## src/rtl/horner_eval.sv

```systemverilog
// Sequential Horner-rule polynomial evaluator: one multiplier and one adder driven by a small FSM.
// Define HORNER_SAT_EN for saturating arithmetic with overflow reporting; otherwise arithmetic wraps and ovf stays 0.
module horner_eval #(
    parameter int WIDTH  = 8,
    parameter int DEGREE = 2,
    parameter int AW     = (DEGREE < 1) ? 1 : $clog2(DEGREE + 1)
) (
    input  logic             clk,
    input  logic             rst,
    input  logic             w,
    input  logic [WIDTH-1:0] x,
    output logic [AW-1:0]    coef_addr,
    input  logic [WIDTH-1:0] coef_data,
    output logic [WIDTH-1:0] y,
    output logic             busy,
    output logic             done,
    output logic             ovf
);

`ifdef HORNER_SAT_EN
    localparam bit SAT_EN = 1'b1;
`else
    localparam bit SAT_EN = 1'b0;
`endif

    localparam logic [AW-1:0] IDX_TOP  = AW'(DEGREE);
    localparam logic [AW-1:0] IDX_NEXT = AW'((DEGREE > 0) ? DEGREE - 1 : 0);

    typedef enum logic [2:0] {
        S_IDLE,
        S_LOAD,
        S_MUL,
        S_ADD,
        S_DONE
    } state_t;

    state_t state, state_nx;

    logic [WIDTH-1:0]   acc;
    logic [WIDTH-1:0]   x_r;
    logic [AW-1:0]      idx;
    logic [AW-1:0]      addr_q;
    logic               ovf_int;
    logic [2*WIDTH-1:0] prod;
    logic [WIDTH:0]     sum;
    logic               mul_ovf;
    logic               add_ovf;

    assign prod    = {{WIDTH{1'b0}}, acc} * {{WIDTH{1'b0}}, x_r};
    assign sum     = {1'b0, acc} + {1'b0, coef_data};
    assign mul_ovf = |prod[2*WIDTH-1:WIDTH];
    assign add_ovf = sum[WIDTH];
    assign busy    = (state != S_IDLE);

    // Address is driven only where the store is read; elsewhere it holds its last value.
    always_comb begin
        state_nx  = state;
        coef_addr = addr_q;
        case (state)
            S_IDLE: if (w) state_nx = S_LOAD;
            S_LOAD: begin
                coef_addr = IDX_TOP;
                state_nx  = (DEGREE == 0) ? S_DONE : S_MUL;
            end
            S_MUL:  state_nx = S_ADD;
            S_ADD: begin
                coef_addr = idx;
                state_nx  = (idx == '0) ? S_DONE : S_MUL;
            end
            S_DONE: state_nx = S_IDLE;
            default: state_nx = S_IDLE;
        endcase
    end

    always_ff @(posedge clk or posedge rst) begin
        if (rst) begin
            state   <= S_IDLE;
            acc     <= '0;
            x_r     <= '0;
            idx     <= '0;
            addr_q  <= '0;
            ovf_int <= 1'b0;
            y       <= '0;
            done    <= 1'b0;
            ovf     <= 1'b0;
        end else begin
            state  <= state_nx;
            addr_q <= coef_addr;
            done   <= (state == S_DONE);
            case (state)
                S_IDLE: begin
                    if (w) begin
                        x_r <= x;
                        idx <= IDX_TOP;
                    end
                end
                S_LOAD: begin
                    acc     <= coef_data;
                    ovf_int <= 1'b0;
                    if (DEGREE != 0) idx <= IDX_NEXT;
                end
                S_MUL: begin
                    acc <= (SAT_EN && mul_ovf) ? {WIDTH{1'b1}} : prod[WIDTH-1:0];
                    if (mul_ovf) ovf_int <= 1'b1;
                end
                S_ADD: begin
                    acc <= (SAT_EN && add_ovf) ? {WIDTH{1'b1}} : sum[WIDTH-1:0];
                    if (add_ovf) ovf_int <= 1'b1;
                    if (idx != '0) idx <= idx - 1'b1;
                end
                S_DONE: begin
                    y   <= acc;
                    ovf <= SAT_EN & ovf_int;
                end
                default: ;
            endcase
        end
    end

endmodule

```

## config.mk

```make
export PLATFORM = sky130hd
export DESIGN_NAME = horner_eval
export DESIGN_NICKNAME = d
export VERILOG_FILES = /design/src/rtl/horner_eval.sv
export SDC_FILE = /design/constraint.sdc
export NUM_CORES = 1
export LEC_CHECK = 0
export BUFFER_PORTS_ARGS = -buffer_cell sky130_fd_sc_hd__buf_2
export CAP_MARGIN = 20
export CELL_PAD_IN_SITES_DETAIL_PLACEMENT = 1
export CELL_PAD_IN_SITES_GLOBAL_PLACEMENT = 2
export CORE_ASPECT_RATIO = 2
export CORE_MARGIN = 2
export CORE_UTILIZATION = 37
export CTS_CLUSTER_SIZE = 8
export DETAILED_ROUTE_END_ITERATION = 16
export PLACE_DENSITY_LB_ADDON = 0.1
export REMOVE_ABC_BUFFERS = 1
export SYNTH_ARGS = -nofsm -noshare
export SYNTH_HDL_FRONTEND = slang
export SYNTH_SLANG_ARGS = --single-unit
export TNS_END_PERCENT = 10
```

## constraint.sdc

```tcl
create_clock -name clk -period 4.8 [get_ports clk]
set_clock_uncertainty 0.1 [all_clocks]
set_input_delay 0.48 -clock clk [delete_from_list [all_inputs] [get_ports clk]]
set_output_delay 0.48 -clock clk [all_outputs]
set_load 0.005 [all_outputs]
```

==> results of run 1 <==
cell families after synthesis:
kind of cell | Yosys count
compound gates | 47
other cells | 1
buf+inv | 41
simple gates | 65
flops | 32
fa+ha+maj | 37
mux | 18
xor+xnor | 20
synth_stat cells (5+ instances only):
library cell	n
dfrtp_1	32
inv_1	32
nand2_1	25
ha_1	24
mux2_2	16
fa_1	13
and2_1	12
xnor2_1	11
a21oi_1	10
nor2_1	10
o21ai_0	7
clkbuf_1	6
xor2_1	6
and2_2	5
through the flow:
step                      util, %  cell area (µm²)  cells
after global placement      41.71             2850    378
final                       44.11             3014    386
after detailed placement    41.71             2850    378
after CTS                   44.11             3014    386
after floorplan                 -             2542    252
after global routing        44.11             3014    386
placed cells by master (no fill, tap or decap), drive strengths merged, types with 3 or more instances in the layout:
master and n:
buf 36, inv 32, dfrtp 32, nand2 27
ha 24, and2 17, mux2 16, fa 13
xnor2 12, nor2 11, a21oi 10, o21ai 7
xor2 6, clkbuf 6, a21o 4, a22oi 4
o32a 3, o21bai 3, nor3 3, o2bb2ai 3
worst min-delay path, delay by kind of cell:
kind                   cells  cell delay (ns)
buffers and inverters      3             0.48
metal layers:
| metal | vias up | wire [µm] | track usage [%] |
|---|---|---|---|
| met5 | - | 0 | 0 |
| met4 | 0 | 74 | 5.833 |
| met3 | 5 | 152 | 2.031 |
| met2 | 28 | 3714 | 35.24 |
| met1 | 957 | 2703 | 21.84 |
| li1 | 948 | - | - |
layout make-up:
type	count	area [µm²]	share of cell area [%]
Clock buffer	6	128.9	4.276
Clock inverter	2	35.03	1.162
Inverter	32	120.1	3.985
Multi-Input combinational cell	188	1622	53.80
Sequential cell	32	800.8	26.57
Tap cell	90	112.6	3.736
Timing Repair Buffer	36	195.2	6.476
flip-flops by register name, indices dropped and copies added, names as in the netlist:
register and flops:
addr_q 2, idx 2, state 3, acc 8, x_r 8, done 1, y 8
path summary, 6_finish.rpt:
path,end,cells after the start,start
setup / recovery,acc[7]$_DFFE_PP0P_,14,acc[2]$_DFFE_PP0P_
hold / removal,idx[1]$_DFFE_PP0P_,3,rst
setup reg to reg,acc[7]$_DFFE_PP0P_,14,acc[2]$_DFFE_PP0P_
hold reg to reg,addr_q[1]$_DFF_PP0_,2,addr_q[1]$_DFF_PP0_
max in group asynchronous,x_r[4]$_DFFE_PP0P_,3,rst
min in group clk,x_r[0]$_DFFE_PP0P_,3,x[0]
==> impl_summary.txt, run 1 <==
----------------------------------------------------
[Outcome]
  Status ... finished clean

[Clocking]
  Number of buffers inserted by post-CTS setup repair ... 0
  Clock tree from TritonCTS ... built
  Hold Buf Count CTS ... 0
  Clk sink count ... 32
  TritonCTS buffer count ... 5
  Clock insertion delay at the later pin of the skew report ... 0.28 ns
  H-tree levels ... 2
  Worst-path clk slew ... about 0.050 ns
  Number of resized instances in the post-cts repair step ... 0
  Buffers from clock root to sink, at most ... 2
  Clock tree root buffer cell ... clkbuf_16

[STA]
  Final-report hold violation count ... 0
  Pin slew with the least headroom to its limit ... 0.6190 ns
  Final setup vio count ... 0
  Unrepaired setup endpoints after global routing ... no
  Relative max-transition margin ... between 50% and 60%
  Hold_ws ... ~0.17 ns
  Setup TNS Final ... 0 ns
  Slew Viols, Final ... 0
  Share of the clock period used by the worst path after layout ... 90.81%
  Fin worst setup slack ... 0.4411 ns
  Peak clock frequency supported by timing ... approximately 0.23 GHz
  Post-layout min period ... approximately 4.4 ns

[Floorplanning]
  Die Footprint ... approximately 7700 µm²
  Chip Width ... roughly 63 µm
  Number of cell rows ... between 40 and 50
  Initial cell density of the core ... 37.83%
  Overall die height ... about 120 µm
  Number of top-level design ports ... 32
  Core box area ... about 7000 µm²

[Synthesis]
  Top cells by area in the synthesized netlist ... dfrtp_1, ha_1, fa_1
  Yosys warning total ... 0
  Total standard cell area after synthesis ... between 2000 and 3000 µm²
  Sequential share of the synthesized area ... a little under a third
  Most frequently used flop master after synthesis ... dfrtp_1
  Synth top area share ... a little under a third
  Cell taking the most area after synthesis ... dfrtp_1
  Proportion of synthesized area in mux cells ... under 10%
  Compound-gate portion of the synthesized area ... between 10% and 20%
  Post-synthesis sequential element count ... 32
  Simple-gate share of the synthesized area ... 12.44%
  Post-Synthesis Cells ... 261
  Share of flip-flops with an asynchronous set or reset after synthesis ... 100.0%
  Xor and xnor area share after synthesis ... 8.132%
  Largest family of logic cells by synthesized area ... adder cells
  Count of distinct cell types in the synthesized netlist ... 42
  Post-synth EDFFs ... 0
  Adder-cell area share of the yosys netlist ... a little over a fifth
  Average size of a mapped cell ... between 9 and 10 µm²

[Detailed routing]
  Vias/cell ... between 5 and 6
  Drt pass-1 iters ... 4
  DRC violation count after routing ... 0
  Number of routed nets with antenna violations ... 0
  Average detailed-routed wire length per instance ... about 17 µm
  Iteration-0 DRC count of the detailed router ... 47
  Wire length after detailed routing ... roughly 6600 µm
  Via total after detailed routing ... approximately 1900

[Cells and area]
  Share of cells above drive strength 1 ... a little under a quarter
  Number of nets in the layout ... approximately 350
  Filler cell count ... about 800
  Area delta synth->final ... 16.60%
  Ant diodes ... 0

[Setup path]
  Worst Path Required ... 4.88 ns
  Master of the slowest instance on the critical path ... fa_1
  CP Buf/Inv Count ... 3
  Maximum net fanout on the critical path ... 9
  Capturing element type of the critical path ... flop
  Worst setup path class ... flop to flop
  Peak per-stage delay on the critical path ... ~0.54 ns
  Category of the worst setup path launch point ... flop
  Arr. time, crit path ... 4.44 ns
  Sequence of cells on the critical path ... nand2_1, fa_1, fa_1, inv_1, fa_1, inv_1, fa_1, inv_1, ha_1, a21oi_1, xnor3_1, xnor3_1, o21bai_1, a311oi_1
  Cell family contributing the most delay on the critical path ... adder cells
  Setup slack of the most critical reg-to-reg path ... approximately 0.44 ns
  Most common cell on crit path ... fa_1

[Placed design]
  Buffers on Ports ... 30
  Post-DP HPWL ... about 5400 µm
  Post-placement setup slack ... between 0.3 and 0.4 ns
  RD Place Congestion ... ~0.76

[GRT]
  Global-route usage over all layers ... between 10% and 20%
  Grt total ovfl ... 0
  Wire length of the first global-routing pass ... roughly 11000 µm
  Pin count of the biggest net entering global routing ... 33
  Antenna violations before repair ... 0
  Vias in the first global route ... between 2000 and 2500

[Min path]
  Classification of the worst-slack hold path ... input port to asynchronous set/reset pin

[Run]
  Max cap viols ... 0

----------------------------------------------------
Power of run 1 is not shown: default switching activity piles up to over one toggle a cycle in this logic, so the estimate is an artifact.
==> run 2, diff against run 1 <==
--- a/config.mk
+++ b/config.mk
@@ -7,14 +7,11 @@
 export LEC_CHECK = 0
 export BUFFER_PORTS_ARGS = -buffer_cell sky130_fd_sc_hd__buf_2
 export CAP_MARGIN = 20
-export CELL_PAD_IN_SITES_DETAIL_PLACEMENT = 1
-export CELL_PAD_IN_SITES_GLOBAL_PLACEMENT = 2
-export CORE_ASPECT_RATIO = 2
+export CORE_ASPECT_RATIO = 0.7
 export CORE_MARGIN = 2
-export CORE_UTILIZATION = 37
+export CORE_UTILIZATION = 45
 export CTS_CLUSTER_SIZE = 8
 export DETAILED_ROUTE_END_ITERATION = 16
-export PLACE_DENSITY_LB_ADDON = 0.1
 export REMOVE_ABC_BUFFERS = 1
 export SYNTH_ARGS = -nofsm -noshare
 export SYNTH_HDL_FRONTEND = slang
==> run 2 against run 1 <==
  * Routed wire length shrank 14%
  * Non-clock buffer count is 3 lower
  * Cell count is 4.7% lower
  * Sequential share of layout area increased by 0.89 points
  * Fmax decreased by 1.8%
  * Register-to-register slack worse by 0.08 ns
  * Critical endpoint unchanged
  * Global-route usage up 1.4 points
  * Highest routed layer unchanged
  * Sequential cell count is the same
==> impl_summary.txt, run 2 (same netlist as run 1, synthesis figures left out) <==
----------------------------------------------------
[Outcome]
  Status ... finished clean

[STA]
  Setup TNS Final ... 0 ns
  Final-report hold violation count ... 0
  Pin slew with the least headroom to its limit ... 0.6326 ns
  Fin worst setup slack ... between 0.3 and 0.4 ns
  Share of the clock period used by the worst path after layout ... about 90%
  Final setup vio count ... 0
  Relative max-transition margin ... between 50 and 60%
  Slew Viols, Final ... 0
  Peak clock frequency supported by timing ... around 0.23 GHz
  Hold_ws ... approximately 0.18 ns
  Unrepaired setup endpoints after global routing ... no
  Post-layout min period ... roughly 4.4 ns

[Setup path]
  Capturing element type of the critical path ... flop
  Arr. time, crit path ... between 4 and 5 ns
  Maximum net fanout on the critical path ... 9
  Worst Path Required ... 4.88 ns
  Category of the worst setup path launch point ... flop
  Worst setup path class ... flop to flop

[Floorplanning]
  Number of top-level design ports ... 32
  Overall die height ... 67.41 µm
  Chip Width ... between 90 and 100 µm
  Initial cell density of the core ... a little under half
  Core box area ... about 5600 µm²
  Die Footprint ... around 6400 µm²
  Number of cell rows ... 23

[Detailed routing]
  Via total after detailed routing ... a little under 2000
  Wire length after detailed routing ... about 5700 µm
  Iteration-0 DRC count of the detailed router ... ~110
  Number of routed nets with antenna violations ... 0
  Average detailed-routed wire length per instance ... 15.59 µm
  DRC violation count after routing ... 0
  Vias/cell ... approximately 5.3
  Drt pass-1 iters ... 4

[Clocking]
  H-tree levels ... 2
  Clock tree from TritonCTS ... built
  Number of resized instances in the post-cts repair step ... 0
  Hold Buf Count CTS ... 0
  Clk sink count ... 32
  Clock insertion delay at the later pin of the skew report ... 0.28 ns
  Clock tree root buffer cell ... clkbuf_8
  Buffers from clock root to sink, at most ... 2
  Number of buffers inserted by post-CTS setup repair ... 0
  TritonCTS buffer count ... 5
  Worst-path clk slew ... 0.07 ns

[GRT]
  Vias in the first global route ... 1894
  Pin count of the biggest net entering global routing ... 33
  Wire length of the first global-routing pass ... roughly 9600 µm
  Antenna violations before repair ... 0
  Grt total ovfl ... 0
  Global-route usage over all layers ... 20.12%

[Run]
  Max cap viols ... 0

[Cells and area]
  Share of cells above drive strength 1 ... between 20% and 30%
  Ant diodes ... 0
  Area delta synth->final ... 12.83%
  Number of nets in the layout ... around 350
  Largest registers in the final layout ... acc (8), x_r (8), y (8)
  Commonest cells after routing, fill and taps aside ... inv_1, dfrtp_1, buf_2

[Placed design]
  Post-DP HPWL ... about 4400 µm
  Buffers on Ports ... 30
  Post-placement setup slack ... 0.3783 ns
  RD Place Congestion ... approximately 0.80

[Min path]
  Classification of the worst-slack hold path ... input port to asynchronous set/reset pin

----------------------------------------------------
run 2: cell type report:
cell class / count / area [µm²]
clock inverters: 2 / 35.03
repair buffers: 33 / 172.7
fillers: 571 / 2724
flip-flops and latches: 32 / 800.8
multi-input cells: 188 / 1622
clock buffers: 6 / 72.57
inverters: 32 / 120.1
well taps: 75 / 93.84
run 2: path summary, 6_finish.rpt:
check | from | cells past startpoint | slack (ns) | to
worst max-delay path | acc[2]$_DFFE_PP0P_ | 14 | 0.36 | acc[7]$_DFFE_PP0P_
worst min-delay path | rst | 3 | 0.18 | y[1]$_DFFE_PP0P_
worst max register to register | acc[2]$_DFFE_PP0P_ | 14 | 0.36 | acc[7]$_DFFE_PP0P_
worst min register to register | addr_q[1]$_DFF_PP0_ | 2 | 0.39 | addr_q[1]$_DFF_PP0_
max in group asynchronous | rst | 3 | 4.12 | acc[3]$_DFFE_PP0P_
min in group clk | x[0] | 3 | 0.32 | x_r[0]$_DFFE_PP0P_
run 2: critical path, cell delays in order, from the launching register on:
cell and delay [ns]:
dfrtp_1 0.57, nand2_1 0.14, fa_1 0.44, fa_1 0.54, inv_1 0.05, fa_1 0.47
inv_1 0.05, fa_1 0.52, inv_1 0.04, ha_1 0.31, a21oi_1 0.17, xnor3_1 0.23
xnor3_1 0.40, o21bai_1 0.08, a311oi_1 0.22
run 2: layer usage:
layer  wire, µm  global-route usage (%)  vias to the layer above
met1       3048                   31.11                      938
met4         34                   4.529                        0
met3        304                   4.018                        4
li1           -                       -                      940
met2       2349                   29.02                       51
met5          0                       0                        -
run 2: metrics by stage:
stage	cells	area (µm²)	utilization, %
2_1_floorplan	252	2542	-
3_3_place_gp	360	2809	49.80
3_5_place_dp	360	2809	49.80
4_1_cts	368	2917	51.71
5_1_grt	368	2917	51.71
6_report	368	2917	51.71
Power of run 2 is left out for the same reason.
